### config.mk
export PLATFORM = sky130hd
export DESIGN_NAME = gpio_input_debounce
export DESIGN_NICKNAME = d
export VERILOG_FILES = /design/src/rtl/gpio_in_pkg.sv /design/src/rtl/gpio_input_debounce_bit.sv /design/src/rtl/gpio_input_debounce.sv
export SDC_FILE = /design/constraint.sdc
export NUM_CORES = 1
export LEC_CHECK = 0
export ABC_CLOCK_PERIOD_IN_PS = 5900
export BUFFER_PORTS_ARGS = -buffer_cell sky130_fd_sc_hd__buf_2
export CORE_MARGIN = 2
export CORE_UTILIZATION = 40
export CTS_CLUSTER_DIAMETER = 40
export DETAILED_ROUTE_END_ITERATION = 8
export PLACE_DENSITY = 0.56
export REMOVE_ABC_BUFFERS = 1
export SLEW_MARGIN = 20
export SYNTH_ARGS = -nofsm -noshare
export SYNTH_HDL_FRONTEND = slang
export SYNTH_SLANG_ARGS = --single-unit
### constraint.sdc
create_clock -name sys_clk -period 5.9 [get_ports sys_clk]
set_clock_uncertainty 0.15 [all_clocks]
set_input_delay 0.59 -clock sys_clk [delete_from_list [all_inputs] [get_ports sys_clk]]
set_output_delay 0.59 -clock sys_clk [all_outputs]
set_load 0.03 [all_outputs]
### src/rtl/gpio_in_pkg.sv
// Shared constants and types for the GPIO input conditioning block.
// Channel order on the bus is {sw[15:0], btnC, btnU, btnL, btnR, btnD}.
package gpio_in_pkg;

    localparam int GPIO_IN_WIDTH         = 21;
    localparam int DEBOUNCE_TICK_DIV     = 100000;
    localparam int DEBOUNCE_STABLE_TICKS = 10;

    localparam int BTN_D    = 0;
    localparam int BTN_R    = 1;
    localparam int BTN_L    = 2;
    localparam int BTN_U    = 3;
    localparam int BTN_C    = 4;
    localparam int SW_LSB   = 5;
    localparam int SW_COUNT = 16;

    typedef enum logic [1:0] {
        EDGE_NONE = 2'd0,
        EDGE_RISE = 2'd1,
        EDGE_FALL = 2'd2
    } edge_e;

endpackage

### src/rtl/gpio_input_debounce_bit.sv
// One debounced channel: two-flop synchroniser, tick-based qualification
// counter and registered rise/fall pulses.
module debounce_bit
    import gpio_in_pkg::*;
#(
    parameter int   STABLE_TICKS = DEBOUNCE_STABLE_TICKS,
    parameter logic RESET_VAL    = 1'b0
) (
    input  logic sys_clk,
    input  logic sys_rst,
    input  logic din,
    input  logic tick,
    output logic dout,
    output logic rise,
    output logic fall,
    output logic change
);

    localparam int CW = $clog2(STABLE_TICKS + 1);
    localparam logic [CW-1:0] CNT_LAST = CW'(STABLE_TICKS - 1);

    logic          sync_meta_reg;
    logic          sync_reg;
    logic [CW-1:0] cnt_reg;
    logic [CW-1:0] cnt_next;
    logic          dout_reg;
    logic          dout_next;
    logic          rise_reg;
    logic          fall_reg;
    edge_e         edge_next;

    // Any cycle where the synchronised pad agrees with the output restarts
    // qualification, so a glitch never carries partial credit forward.
    always_comb begin
        cnt_next  = cnt_reg;
        dout_next = dout_reg;
        edge_next = EDGE_NONE;
        if (sync_reg == dout_reg) begin
            cnt_next = '0;
        end else if (tick) begin
            if (cnt_reg == CNT_LAST) begin
                cnt_next  = '0;
                dout_next = sync_reg;
                edge_next = sync_reg ? EDGE_RISE : EDGE_FALL;
            end else begin
                cnt_next = cnt_reg + 1'b1;
            end
        end
    end

    always_ff @(posedge sys_clk or negedge sys_rst) begin
        if (!sys_rst) begin
            sync_meta_reg <= RESET_VAL;
            sync_reg      <= RESET_VAL;
            cnt_reg       <= '0;
            dout_reg      <= RESET_VAL;
            rise_reg      <= 1'b0;
            fall_reg      <= 1'b0;
        end else begin
            sync_meta_reg <= din;
            sync_reg      <= sync_meta_reg;
            cnt_reg       <= cnt_next;
            dout_reg      <= dout_next;
            rise_reg      <= (edge_next == EDGE_RISE);
            fall_reg      <= (edge_next == EDGE_FALL);
        end
    end

    assign dout = dout_reg;
    assign rise = rise_reg;
    assign fall = fall_reg;
    // Unregistered so the parent's sticky mask lands on the same edge as the pulse.
    assign change = (edge_next != EDGE_NONE);

endmodule

### src/rtl/gpio_input_debounce.sv
// Debounces the board switches/buttons feeding the wrapper GPIO input and
// raises a sticky, acknowledgeable change interrupt.
module gpio_input_debounce
    import gpio_in_pkg::*;
#(
    parameter int               WIDTH        = GPIO_IN_WIDTH,
    parameter int               TICK_DIV     = DEBOUNCE_TICK_DIV,
    parameter int               STABLE_TICKS = DEBOUNCE_STABLE_TICKS,
    parameter logic [WIDTH-1:0] RESET_VAL    = '0
) (
    input  logic             sys_clk,
    input  logic             sys_rst,
    input  logic [WIDTH-1:0] din,
    output logic [WIDTH-1:0] dout,
    output logic [WIDTH-1:0] rise,
    output logic [WIDTH-1:0] fall,
    output logic [WIDTH-1:0] change_mask,
    output logic             irq,
    input  logic             irq_ack
);

    localparam int PW = (TICK_DIV > 1) ? $clog2(TICK_DIV) : 1;
    localparam logic [PW-1:0] PRESCALE_LAST = PW'(TICK_DIV - 1);

    logic [PW-1:0]    prescale_reg;
    logic             tick;
    logic [WIDTH-1:0] change_vec;
    logic [WIDTH-1:0] change_mask_reg;
    logic             irq_reg;

    // Single prescaler shared by every channel.
    always_ff @(posedge sys_clk or negedge sys_rst) begin
        if (!sys_rst) begin
            prescale_reg <= '0;
        end else if (prescale_reg == PRESCALE_LAST) begin
            prescale_reg <= '0;
        end else begin
            prescale_reg <= prescale_reg + 1'b1;
        end
    end

    assign tick = (prescale_reg == PRESCALE_LAST);

    generate
        for (genvar gi = 0; gi < WIDTH; gi++) begin : g_chan
            debounce_bit #(
                .STABLE_TICKS(STABLE_TICKS),
                .RESET_VAL   (RESET_VAL[gi])
            ) u_bit (
                .sys_clk(sys_clk),
                .sys_rst(sys_rst),
                .din    (din[gi]),
                .tick   (tick),
                .dout   (dout[gi]),
                .rise   (rise[gi]),
                .fall   (fall[gi]),
                .change (change_vec[gi])
            );
        end
    endgenerate

    // A new edge in the ack cycle survives the clear.
    always_ff @(posedge sys_clk or negedge sys_rst) begin
        if (!sys_rst) begin
            change_mask_reg <= '0;
            irq_reg         <= 1'b0;
        end else begin
            change_mask_reg <= (irq_ack ? '0 : change_mask_reg) | change_vec;
            irq_reg         <= |change_mask_reg;
        end
    end

    assign change_mask = change_mask_reg;
    assign irq         = irq_reg;

endmodule

### Yosys cells after proc, flatten, opt, wreduce, memory -nomap -nowiden

Index checks and enable logic that the tools add are counted.

* bits in registers: 228

* add/subtract/negate cells: 22
* bitwise gates (word level): 22
* reduce and logical (&&, ||, !) cells: 64
* eq/ne operators: 85
* mux-type cells: 149

Operators with widths (count)
* 4-bit 2-to-1 mux: 63
* 2-bit 2-to-1 mux: 84
* 4-bit by 1-bit adder with 4-bit output (second input constant): 21
* 4-bit == test (second input constant): 21
* 2-bit nonzero test: 42
* 3-bit AND reduction: 21
* 2-bit by 1-bit == test with 1-bit output (second input constant): 21
* 2-bit == test (second input constant): 21
* 1-bit == test: 21
* 21-bit 2-to-1 mux: 1
* 1-bit NOT: 21
* 21-bit OR: 1
* 21-bit OR reduction: 1
* 17-bit by 1-bit adder with 17-bit output (second input constant): 1
* 17-bit == test (second input constant): 1
* 17-bit 2-to-1 mux: 1

### Logic depth before layout (Yosys ltp)

* word-level depth: 6
* mapped depth: 9
* mapped depth without buffers: 6

### Modules after synthesis

From an unflattened synthesis, not the netlist that was laid out.

* cell total of the unflattened synthesis: 883
* area, all modules: 10283.6 µm²

Modules (own cells, without submodules)
* debounce_bit: cells an instance 36, instances 21, sequential area each 225.2 µm², area an instance 414.1 µm²
* gpio_input_debounce: cells an instance 127, instances 1, sequential area each 975.9 µm², area an instance 1586.5 µm²

### Worst setup path after synthesis

No wires, ideal clock.

* path kind: reg2reg
* start: register prescale_reg[0]
* end: register g_chan[10].u_bit.cnt_reg[0]
* cell stages (with the launch flop): 10
* library setup time: 0.078 ns
* path slack: 3.796 ns
* data arrival time: 1.876 ns
* data required time: 5.672 ns
* cell sequence: dfrtp_1 -> ha_1 -> and4_1 -> nand4_1 -> buf_4 -> buf_6 -> buf_2 -> clkbuf_1 -> nand2_1 -> a21oi_1

* cells in the longest elaborated chain, start to end: 2

Ends and longest elaborated chain
* from (decl): line gpio_input_debounce.sv:25 `logic [PW-1:0] prescale_reg;`
* from (signal assigned): line gpio_input_debounce.sv:38 `prescale_reg <= prescale_reg + 1'b1;`
* 17-bit == test: line gpio_input_debounce.sv:42 `assign tick = (prescale_reg == PRESCALE_LAST);`
* 2-bit nonzero test (no line)
* to (signal assigned): line gpio_input_debounce_bit.sv:62 `cnt_reg <= cnt_next;`
* to (decl): line gpio_input_debounce_bit.sv:24 `logic [CW-1:0] cnt_reg;`

No other way between the ends.
A chain may end at the register's enable or synchronous reset.

### Final worst setup path

* start: register prescale_reg[0]
* end: register g_chan[17].u_bit.cnt_reg[2]

* cells in the longest elaborated chain, start to end: 2

Ends and longest elaborated chain (line)
* 17-bit == test: gpio_input_debounce.sv:42
* 2-bit nonzero test (no line)
* to (signal assigned): gpio_input_debounce_bit.sv:62
* to (decl): gpio_input_debounce_bit.sv:24

No other way between the ends.

==> impl_metrics.yaml <==
cts:
  postCtsResizedCells: 0
  post-cts-setup-buffers: 0
  cts_max_path_buffers: 3
  cts_root_buf: "clkbuf_16"
  worstSkewPairLatency_ns: 0.50
  cts_inserted_buffers: 37
  tritoncts: "yes"
  cts_sinks: 228
  clk_pin_slew_worst_paths_ns: 0.06
  htreeDepth: 2
logic_synthesis:
  synth_flop_cell: "dfrtp_1"
  synth_top_area_share_pct: 55.3
  synthMostInstantiatedCell: "dfrtp_1"
  synth.yosys.warnings: 0
  synth_seq_cells: 228
  synth_largest_area_cell: "dfrtp_1"
  post_syn_area_per_cell_um2: 10.8
  synth_top_cells_by_count: "dfrtp_1 (228), nand2_1 (88), a21oi_1 (79)"
  post_synth_instance_area_um2: 10300
  syn-instance-count: 951
  synth_edf_count: 0
  yosysUniqueCellTypes: 37
  seq_area_frac_synth_pct: 55.3
  yosys-top-cells-area: "dfrtp_1 (55%), ha_1 (4.7%), buf_4 (4.7%), a21oi_1 (3.8%), nand2_1 (3.2%)"
  share_of_synthesized_flip_flops_with_an_asynchronous_set_or_reset_pct: 100
layout:
  antenna_cells_inserted: 0
  flip_flop_count_of_the_largest_register_all_copies_and_words_added: 84
  layout.nets: 1079
  layout-area-overhead-vs-synth_pct: 15.5
  drive_gt1_share_pct: 19.0
routing:
  drtPass1Iterations: 4
  detailedRoute.firstIterationViolations: 476
  ant_nets: 0
  via_per_inst: 4.99
  drt_drc_violations_left: 0
  drt-total-wl_mm: 20.4
  route.detailed.wl_per_inst_um: 14.9
  via_count: 6838
floorplan:
  dieWidth_um: 165
  pin_count: 109
  std_cell_rows: 58
  initial_core_util_pct: 40.8
  floorplan.die.height_um: 165
  die_area_um2: 27100
  floorplan.core_area_um2: 25300
hold_path:
  hold_start: "din[17]"
  hold_path.class: "in2reg"
place:
  place.port_buffers: 108
  dp_hpwl_mm: 13.0
  routabilityCongestion: 0.767
worst_setup_path:
  timing.critical_path.arrival_ns: 2.89
  highest_delay_cell_along_the_critical_path: "or4_1"
  critical_path.cell_chain: "ha_1 -> and4_1 -> nand4_1 -> or4_1 -> a21oi_1"
  critical_path_buf_inv_count: 0
  cp.required_ns: 6.16
  cp-end-kind: "register"
  cp_slowest_stage_delay_ns: 0.69
  r2r-start: "prescale_reg[0]"
  worst-setup-path-type: "reg2reg"
  critical_path.max_fanout: 14
  setup.reg_to_reg.worst_slack_ns: 3.27
  cpLargestDelayFamily: "simple AND/OR/NAND/NOR gates"
  beginning_of_the_critical_path: "prescale_reg[0]"
  timing.critical_path.from_type: "register"
timing:
  rsz0062_at_grt: "no"
  timing.final.setup_violations: 0
  tightest_slew_ns: 0.811
  slew_headroom_pct: 45.9
  hold_violations: 0
  layout_min_cycle_time_ns: 2.63
  fin_setup_tns_ns: 0
  finalCritPeriodShare_pct: 44.5
  drv_slew: 0
  max_freq_ghz: 0.381
global_route:
  globalRoute.totalOverflow: 0
  grt_pass1_vias: 6482
  grt_antenna_before_repair: 0
  globalRouteTotalUtil_pct: 15.4
  grt_first_pass_wirelength_mm: 33.6
  grt_max_degree: 148
flow_run:
  maxCapViolCount: 0
power_and_ir_drop:
  power.ir.vdd_worst_uv: 176
  power_per_cell_area_nw_per_um2: 310
  finalPower_uw: 3700
  p_leak_uw: 0.00537
outcome:
  run_status: "complete, no violations"
[worst paths after layout]
check                                            endpoint  depth (start not counted)
max                           g_chan[17].u_bit.cnt_reg[2]                          5
min                        g_chan[17].u_bit.sync_meta_reg                          1
max reg2reg                   g_chan[17].u_bit.cnt_reg[2]                          5
min reg2reg                     g_chan[12].u_bit.sync_reg                          0
max in group asynchronous     g_chan[17].u_bit.cnt_reg[2]                          3
min in group asynchronous            g_chan[1].u_bit.dout                          2
[kinds of logic after synthesis]
kind of cell,count (synthesis),share of synthesized area [%]
buffers and inverters,154,8.21
muxes,22,2.39
and+or+nand+nor,310,17.5
DFF,228,55.3
AOI/OAI and AO/OA,159,8.58
adders and majority gates,39,4.73
xor gates and xnor gates,39,3.31
[routing by layer]
layer  up-vias  GRT usage [%]  wire (µm)
met5         -              0          0
li1       3371              -          -
met4         0           5.02        559
met3        41           3.84       1150
met1      3291           22.1       9890
met2       135           22.9       8800
[cell usage in the layout (no fill, tap or decap), types with 21 or more instances in the layout]
master     count
a21oi_1       79
clkbuf_16     37
mux2_2        21
buf_2        107
dfrtp_1      228
o22ai_1       21
nand2_1       88
nor3b_1       42
or4_1         26
o21ai_0       40
ha_1          39
or3_1         52
xnor2_1       28
inv_1         67
[through the flow]
step                      area, µm²  util (%)  hold slack (ns)  setup WS, ns  cells
after floorplan                9720         -            0.144          1.01    864
after global placement        10700      42.5            0.182          3.35   1306
after detailed placement      10700      42.5            0.185          3.21   1306
after CTS                     11900      47.2           0.0225          3.20   1370
after global routing          11900      47.2           0.0208          3.06   1370
final                         11900      47.2           0.0431          3.27   1370
[repair_timing]
action | 4_1_cts | 5_1_grt
setup endpoints to repair | 0 | 0
hold endpoints to repair | 81 | 0
hold buffers | 1 | 0
[cell type report]
class / count / area [µm²]
Sequential cell: 228 / 5710
Multi-Input combinational cell: 569 / 3760
Fill cell: 2316 / 13300
Inverter: 67 / 251
Tap cell: 330 / 413
Clock inverter: 25 / 254
Clock buffer: 38 / 930
Timing Repair Buffer: 113 / 603
[power by group]
part / switching, µW / internal, µW
registers: 11.0 / 1580
clock network: 754 / 1290
logic: 47.9 / 15.6
total: 813 / 2880
(Power assumes the default switching activity.)
